==> src/rtl/parallel_in_serial_out.sv <==
`default_nettype none
// +----------------------------------------------------------------------------+
// | parallel_in_serial_out                                                     |
// | Loads a WIDTH-bit word over valid/ready, shifts it out one bit per clk.    |
// | Rev 1.0 - initial release                                                  |
// +----------------------------------------------------------------------------+
module parallel_in_serial_out #(
  parameter int WIDTH     = 4,
  parameter bit LSB_FIRST = 1'b1
) (
  input  logic             clk,
  input  logic             rst,
  input  logic             load_valid,
  output logic             load_ready,
  input  logic [WIDTH-1:0] pdata,
  output logic             sout,
  output logic             sout_valid,
  output logic             sout_last,
  output logic             busy
);

  localparam int            CW       = $clog2(WIDTH);
  localparam logic [CW-1:0] LAST_CNT = CW'(WIDTH - 1);

  typedef enum logic [0:0] {
    IDLE  = 1'b0,
    SHIFT = 1'b1
  } state_t;

  state_t           state_q, state_d;
  logic [CW-1:0]    count_q, count_d;
  logic [WIDTH-1:0] sr_q, sr_d;
  logic             sout_q, sout_d;
  logic             sout_valid_q, sout_valid_d;
  logic             sout_last_q, sout_last_d;

  logic             at_last;
  logic             accept;
  logic             first_bit;
  logic             next_bit;
  logic [WIDTH-1:0] load_rest;
  logic [WIDTH-1:0] shift_rest;

  // The shift register always presents the next bit to send at one fixed end.
  generate
    if (LSB_FIRST) begin : g_lsb_first
      assign first_bit  = pdata[0];
      assign load_rest  = pdata >> 1;
      assign next_bit   = sr_q[0];
      assign shift_rest = sr_q >> 1;
    end else begin : g_msb_first
      assign first_bit  = pdata[WIDTH-1];
      assign load_rest  = pdata << 1;
      assign next_bit   = sr_q[WIDTH-1];
      assign shift_rest = sr_q << 1;
    end
  endgenerate

  assign at_last    = (state_q == SHIFT) && (count_q == LAST_CNT);
  assign load_ready = (state_q == IDLE) || at_last;
  assign accept     = load_valid && load_ready;

  always_comb begin
    state_d      = state_q;
    count_d      = count_q;
    sr_d         = sr_q;
    sout_d       = sout_q;
    sout_valid_d = sout_valid_q;
    sout_last_d  = sout_last_q;
    if (accept) begin
      // Also covers the gapless case: a new word replaces the final bit.
      state_d      = SHIFT;
      count_d      = '0;
      sr_d         = load_rest;
      sout_d       = first_bit;
      sout_valid_d = 1'b1;
      sout_last_d  = 1'b0;
    end else if (state_q == SHIFT) begin
      if (at_last) begin
        state_d      = IDLE;
        count_d      = '0;
        sr_d         = '0;
        sout_d       = 1'b0;
        sout_valid_d = 1'b0;
        sout_last_d  = 1'b0;
      end else begin
        count_d      = count_q + CW'(1);
        sr_d         = shift_rest;
        sout_d       = next_bit;
        sout_valid_d = 1'b1;
        sout_last_d  = ((count_q + CW'(1)) == LAST_CNT);
      end
    end
  end

  always_ff @(posedge clk) begin
    if (rst) begin
      state_q      <= IDLE;
      count_q      <= '0;
      sr_q         <= '0;
      sout_q       <= 1'b0;
      sout_valid_q <= 1'b0;
      sout_last_q  <= 1'b0;
    end else begin
      state_q      <= state_d;
      count_q      <= count_d;
      sr_q         <= sr_d;
      sout_q       <= sout_d;
      sout_valid_q <= sout_valid_d;
      sout_last_q  <= sout_last_d;
    end
  end

  assign sout       = sout_q;
  assign sout_valid = sout_valid_q;
  assign sout_last  = sout_last_q;
  assign busy       = (state_q == SHIFT);

endmodule
`default_nettype wire

==> config.mk <==
export PLATFORM = sky130hd
export DESIGN_NAME = parallel_in_serial_out
export DESIGN_NICKNAME = d
export VERILOG_FILES = /design/src/rtl/parallel_in_serial_out.sv
export SDC_FILE = /design/constraint.sdc
export NUM_CORES = 1
export LEC_CHECK = 0
export ABC_AREA = 1
export BUFFER_PORTS_ARGS = -buffer_cell sky130_fd_sc_hd__buf_2
export CAP_MARGIN = 15
export CORE_AREA = 2 2 39 41
export CTS_BUF_LIST = sky130_fd_sc_hd__clkbuf_8
export CTS_CLUSTER_DIAMETER = 200
export DETAILED_ROUTE_END_ITERATION = 12
export DIE_AREA = 0 0 41 43
export SYNTH_ARGS = -nofsm -noshare
export SYNTH_HDL_FRONTEND = slang
export SYNTH_SLANG_ARGS = --single-unit
export TNS_END_PERCENT = 20
==> constraint.sdc <==
create_clock -name clk -period 1.5 [get_ports clk]
set_input_delay 0 -clock clk [delete_from_list [all_inputs] [get_ports clk]]
set_output_delay 0 -clock clk [all_outputs]
set_load 0.03 [all_outputs]
==> results.cfg, run 1 <==
[timing]
period_minus_slack_ns = 1.161
clock_skew_ns = 0.001189
worst_pin_slew_ns = 0.3746
max_slew_margin_pct = 74.99
clock.fmax_mhz = 861.3
setup_ws_ns = 0.3389
fin_crit_sh_pct = 77.41
report.final.slew_viol_count = 0
hold_viol_final = 0
final-setup-viol-count = 0
tns_ns = 0
rsz0062_at_grt = no

[status]
status = completed

[setup_path]
cp-start-kind = flip-flop
arrival_ns = 1.16
cp_top_family = flip-flops
critPathBufInv = 2
endpoint_kind = output pin
critPathMaxFanout = 9
slowest_delay_ns = 0.38
worstPathCellList = ha_1 > inv_1 > nand2_4 > buf_2
worstSetupPathType = reg2out
crit_required_ns = 1.50
crit_slowest_cell = dfxtp_1

[routing]
routed_wl_microns = 859
vias_per_cell = 4.500
ant_nets = 0
first_pass_iters = 4
drc = 0
num_vias = 423
wire_per_inst_microns = 9.138
drt_iter0_drc = 17

[clocking]
cts_num_sinks = 9
cts_tree = built
clockBufferDepth = 2
h-tree-depth = 1
cts_root_buf = clkbuf_8
insertion_delay_ns = 0.23
numCtsBuffers = 3
cts.clk_slew.worst_paths_ns = 0.04
postCtsSetupBuffers = 0

[floorplanning]
die_w_microns = 41
core_area_sq_um = 1384
io_pins = 12
die_area_sq_um = 1763
start_util_pct = 34.18
fp.dieH_microns = 43
rows = 14

[cells_and_area]
final-seq-area_sq_um = 180.2
multi_input_area_sq_um = 237.7
fillCellCount = 142
diodes = 0
syn_to_final_growth_pct = 22.75
layout-drive-gt1-share_pct = 24.36
instances_no_fill = 94
nets = 89

[pwr]
power_density_nw_per_um2 = 1085
fin_total_pwr_mw = 0.6299
p_leak_nw = 0.2816
ir_drop_mv = 0.9200

[global_route]
grt_start_max_net_pins = 10
gr-usage-all-layers_pct = 13.19
grt_pass1_vias = 405
grt_pass1_wl_mm = 1.587
antenna_found_initial = 0
overflow = 0

[yosys]
ys_types = 15
synth-seq-area-share_pct = 38.10
synth_area_per_cell_sq_um = 7.390
synth_area_leaders = dfxtp_1 38%, nand2_1 11%, ha_1 7.9%, a21oi_1 7.4%, nand3_1 7.4%
yosys.area.top_type = dfxtp_1
synth_fp_nets = 74
synth_warnings = 0
ys_ff_latch = 9
synth.top_cell.area_share_pct = 38.10
synth_area_sq_um = 473.0
synthesis.instances = 64

[placed_design]
portBuffers = 11
preCtsSetupSlack_ns = 0.3571
hpwlAfterDp_microns = 681.2
place_congestion = 0.7081
placed_cells = 89

[worst_hold_path]
min_path_type = in2reg

[job]
cap_violations = 0
-- registers in the layout, indices dropped and copies added (netlist names) --
signal / count
sout_last: 1
busy: 1
sout_valid: 1
sout: 1
count_q: 2
sr_q: 3
-- report_power, final --
group | total [mW] | internal [mW] | switching (mW)
clock network | 0.267 | 0.178 | 0.0894
logic | 0.0946 | 0.0346 | 0.0600
registers | 0.268 | 0.255 | 0.0130
total | 0.630 | 0.467 | 0.162
-- through the flow --
stage          cell area (sq um)  util, %  hold WS [ns]
5_1_grt                    580.6    41.95       0.04881
3_3_place_gp               525.5    37.97        0.2393
3_5_place_dp               525.5    37.97        0.2350
4_1_cts                    580.6    41.95       0.04310
6_report                   580.6    41.95       0.03969
2_1_floorplan              473.0        -       0.06907
-- timing repair --
action	in CTS	in global routing
hold endpoints to repair	2	0
hold buffers	1	0
gates resized for setup	0	0
-- worst reg2reg max path, stage by stage, from the launching register on --
cell	delay (ns)
dfxtp_1	0.37
inv_1	0.07
ha_1	0.28
or2_0	0.24
a21oi_2	0.13
-- metal layers --
metal	track usage, %	vias to the layer above	part of all wire [%]
met5	0	-	0
li1	-	231	-
met1	16.88	178	48
met2	19.06	12	47
met4	8.000	0	1.9
met3	3.141	2	3.6
-- layout make-up --
type / count / share of cell area [%]
sequential: 9 / 31.03
tap: 16 / 3.448
multi-input combinational: 45 / 40.95
inverter: 8 / 5.603
clock inverter: 1 / 0.6466
clock buffer: 3 / 7.112
timing repair buffer: 12 / 11.21
-- cells in the final DEF, fill, tap and decap left out --
cell and count:
nand2_1 14, dlygate4sd3_1 1, nand3_1 7, nor2_1 6
clkbuf_8 3, nand2_2 2, dfxtp_1 9, a21oi_1 7
inv_1 8, a31oi_1 1, a21oi_2 1, buf_2 11
inv_4 1, nand2_4 1, or2_0 1, o21ai_0 2
ha_1 3
-- synthesized netlist by cell type --
master,number
a21oi_2,1
dfxtp_1,9
ha_1,3
or2_0,1
buf_6,2
a21oi_1,7
o21ai_0,2
nand2_1,14
inv_1,7
nand2_4,1
a31oi_1,1
nor2_1,6
nand3_1,7
nand2_2,2
inv_4,1
-- kinds of logic (layout without fill, tap and decap cells) --
| kind of cell | after synthesis | count (layout) | synth area share [%] |
|---|---|---|---|
| AOI/OAI and AO/OA | 11 | 11 | 12.70 |
| and+or+nand+nor | 31 | 31 | 29.63 |
| buffers and inverters | 10 | 24 | 11.64 |
| adders and majority gates | 3 | 3 | 7.937 |
| DFF | 9 | 9 | 38.09 |
-- path summary, 6_finish.rpt --
kind	startpoint	endpoint	slack [ns]	depth (start not counted)
max	count_q[1]	load_ready	0.34	4
min	pdata[3]	sr_q[2]	0.04	3
max reg2reg	count_q[0]	count_q[1]	0.36	4
min reg2reg	sout_last	sout_last	0.46	2
No activity file was read; power rests on OpenSTA's default activity.
==> run 2, diff against run 1 <==
==> constraint.sdc (replaced) <==
create_clock -name clk -period 1.2 [get_ports clk]
set_input_delay 0 -clock clk [delete_from_list [all_inputs] [get_ports clk]]
set_output_delay 0 -clock clk [all_outputs]
set_load 0.03 [all_outputs]
==> results.cfg, run 2 (synthesis gave the netlist of run 1 again) <==
[status]
status = completed

[timing]
clock.fmax_mhz = 886.6
fin_crit_sh_pct = 93.99
hold_slack_ns = 0.02803
hold_viol_final = 0
report.final.slew_viol_count = 0
max_slew_margin_pct = 78.08
worst_pin_slew_ns = 0.3283
rsz0062_at_grt = no
period_minus_slack_ns = 1.128
clock_skew_ns = 0.004243
tns_ns = 0
final-setup-viol-count = 0

[clocking]
h-tree-depth = 1
cts_tree = built
postCtsSetupBuffers = 0
cts.clk_slew.worst_paths_ns = 0.05
cts_num_sinks = 9
insertion_delay_ns = 0.23
clockBufferDepth = 2
cts_root_buf = clkbuf_8
numCtsBuffers = 3

[setup_path]
slowest_delay_ns = 0.33
critPathMaxFanout = 9
critPathBufInv = 2
arrival_ns = 1.13
crit_required_ns = 1.20
cp_top_family = flip-flops
endpoint_kind = output pin
crit_slowest_cell = dfxtp_2
cp-start-kind = flip-flop
worstPathCellList = ha_1 > inv_1 > nand2_4 > buf_2
worstSetupPathType = reg2out

[cells_and_area]
layout-drive-gt1-share_pct = 29.11
final_cell_mix = 14 x nand2_1, 11 x buf_2, 8 x inv_1
reg.largest.list = sr_q: 3 flops, count_q: 2 flops
top_register = sr_q
largest_register_ffs = 3
syn_to_final_growth_pct = 25.93
diodes = 0
layout_commonest_cell = nand2_1
nets = 90

[job]
cap_violations = 0

[routing]
wire_per_inst_microns = 9.558
routed_wl_microns = 908
vias_per_cell = 4.579
drc = 0
ant_nets = 0
drt_iter0_drc = 6
first_pass_iters = 3
num_vias = 435

[global_route]
antenna_found_initial = 0
overflow = 0
gr-usage-all-layers_pct = 13.12
grt_pass1_vias = 406
grt_pass1_wl_mm = 1.559
grt_start_max_net_pins = 10

[placed_design]
hpwlAfterDp_microns = 714
portBuffers = 11
place_congestion = 0.7048

[floorplanning]
start_util_pct = 34.18
core_area_sq_um = 1384
fp.dieH_microns = 43
io_pins = 12
die_area_sq_um = 1763
rows = 14
die_w_microns = 41

[pwr]
fin_total_pwr_mw = 0.8039
p_leak_nw = 0.2889
power_density_nw_per_um2 = 1350
ir_drop_mv = 0.8326

[worst_hold_path]
min_path_type = in2reg
## run 2: cell types whose count changed in the layout (fill, tap and decap cells not counted)
cell,change
buf_4,+1
nand3_2,+1
dfxtp_1,-2
nand3_1,-1
dfxtp_2,+2
## run 2: tightest hold or removal path: stages
cell and delay (ns):
buf_2 0.10, nand3_1 0.07, a21oi_1 0.05
## run 2: where the power goes
group	switching (mW)	internal [mW]
combinational	0.0792	0.0466
clock	0.120	0.223
sequential	0.0157	0.319
total	0.215	0.589
## run 2: area by class of cell
type	instances	area, sq um
clock buffer	3	41.29
multi-input combinational	45	242.7
fill	141	788.3
inverter	8	32.53
timing repair buffer	13	72.57
sequential	9	182.7
clock inverter	1	3.754
tap	16	20.02
## run 2: final timing paths
kind	start	end	slack, ns	depth (start not counted)
setup / recovery	count_q[0]	load_ready	0.07	4
hold / removal	pdata[3]	sr_q[2]	0.03	3
setup reg to reg	count_q[0]	count_q[1]	0.08	4
hold reg to reg	sout_last	sout_last	0.45	2
## run 2: what timing repair did
item | 4_1_cts | 5_1_grt
setup endpoints to repair | 0 | 5
hold buffers | 1 | 0
gates resized for setup | 0 | 3
endpoints found under the hold margin | 2 | 0
## run 2: per-stage QoR
| stage | cell area (sq um) | instances | setup slack [ns] | util (%) |
|---|---|---|---|---|
| finish | 595.6 | 95 | 0.07211 | 43.04 |
| global route | 595.6 | 95 | 0.0007937 | 43.04 |
| CTS | 588.1 | 95 | 0.02467 | 42.50 |
| detailed placement | 533.0 | 90 | 0.03414 | 38.52 |
| global placement | 533.0 | 90 | 0.08925 | 38.52 |
| floorplan | 473.0 | 64 | 0.04391 | - |
## run 2: routing by layer
metal / track usage [%] / part of all wire [%] / routed length [microns] / vias up
li1: - / - / - / 235
met1: 15.03 / 44 / 400 / 184
met2: 19.69 / 48 / 433 / 11
met3: 3.141 / 4.7 / 43 / 5
met4: 10.00 / 3.3 / 30 / 0
met5: 0 / 0 / 0 / -
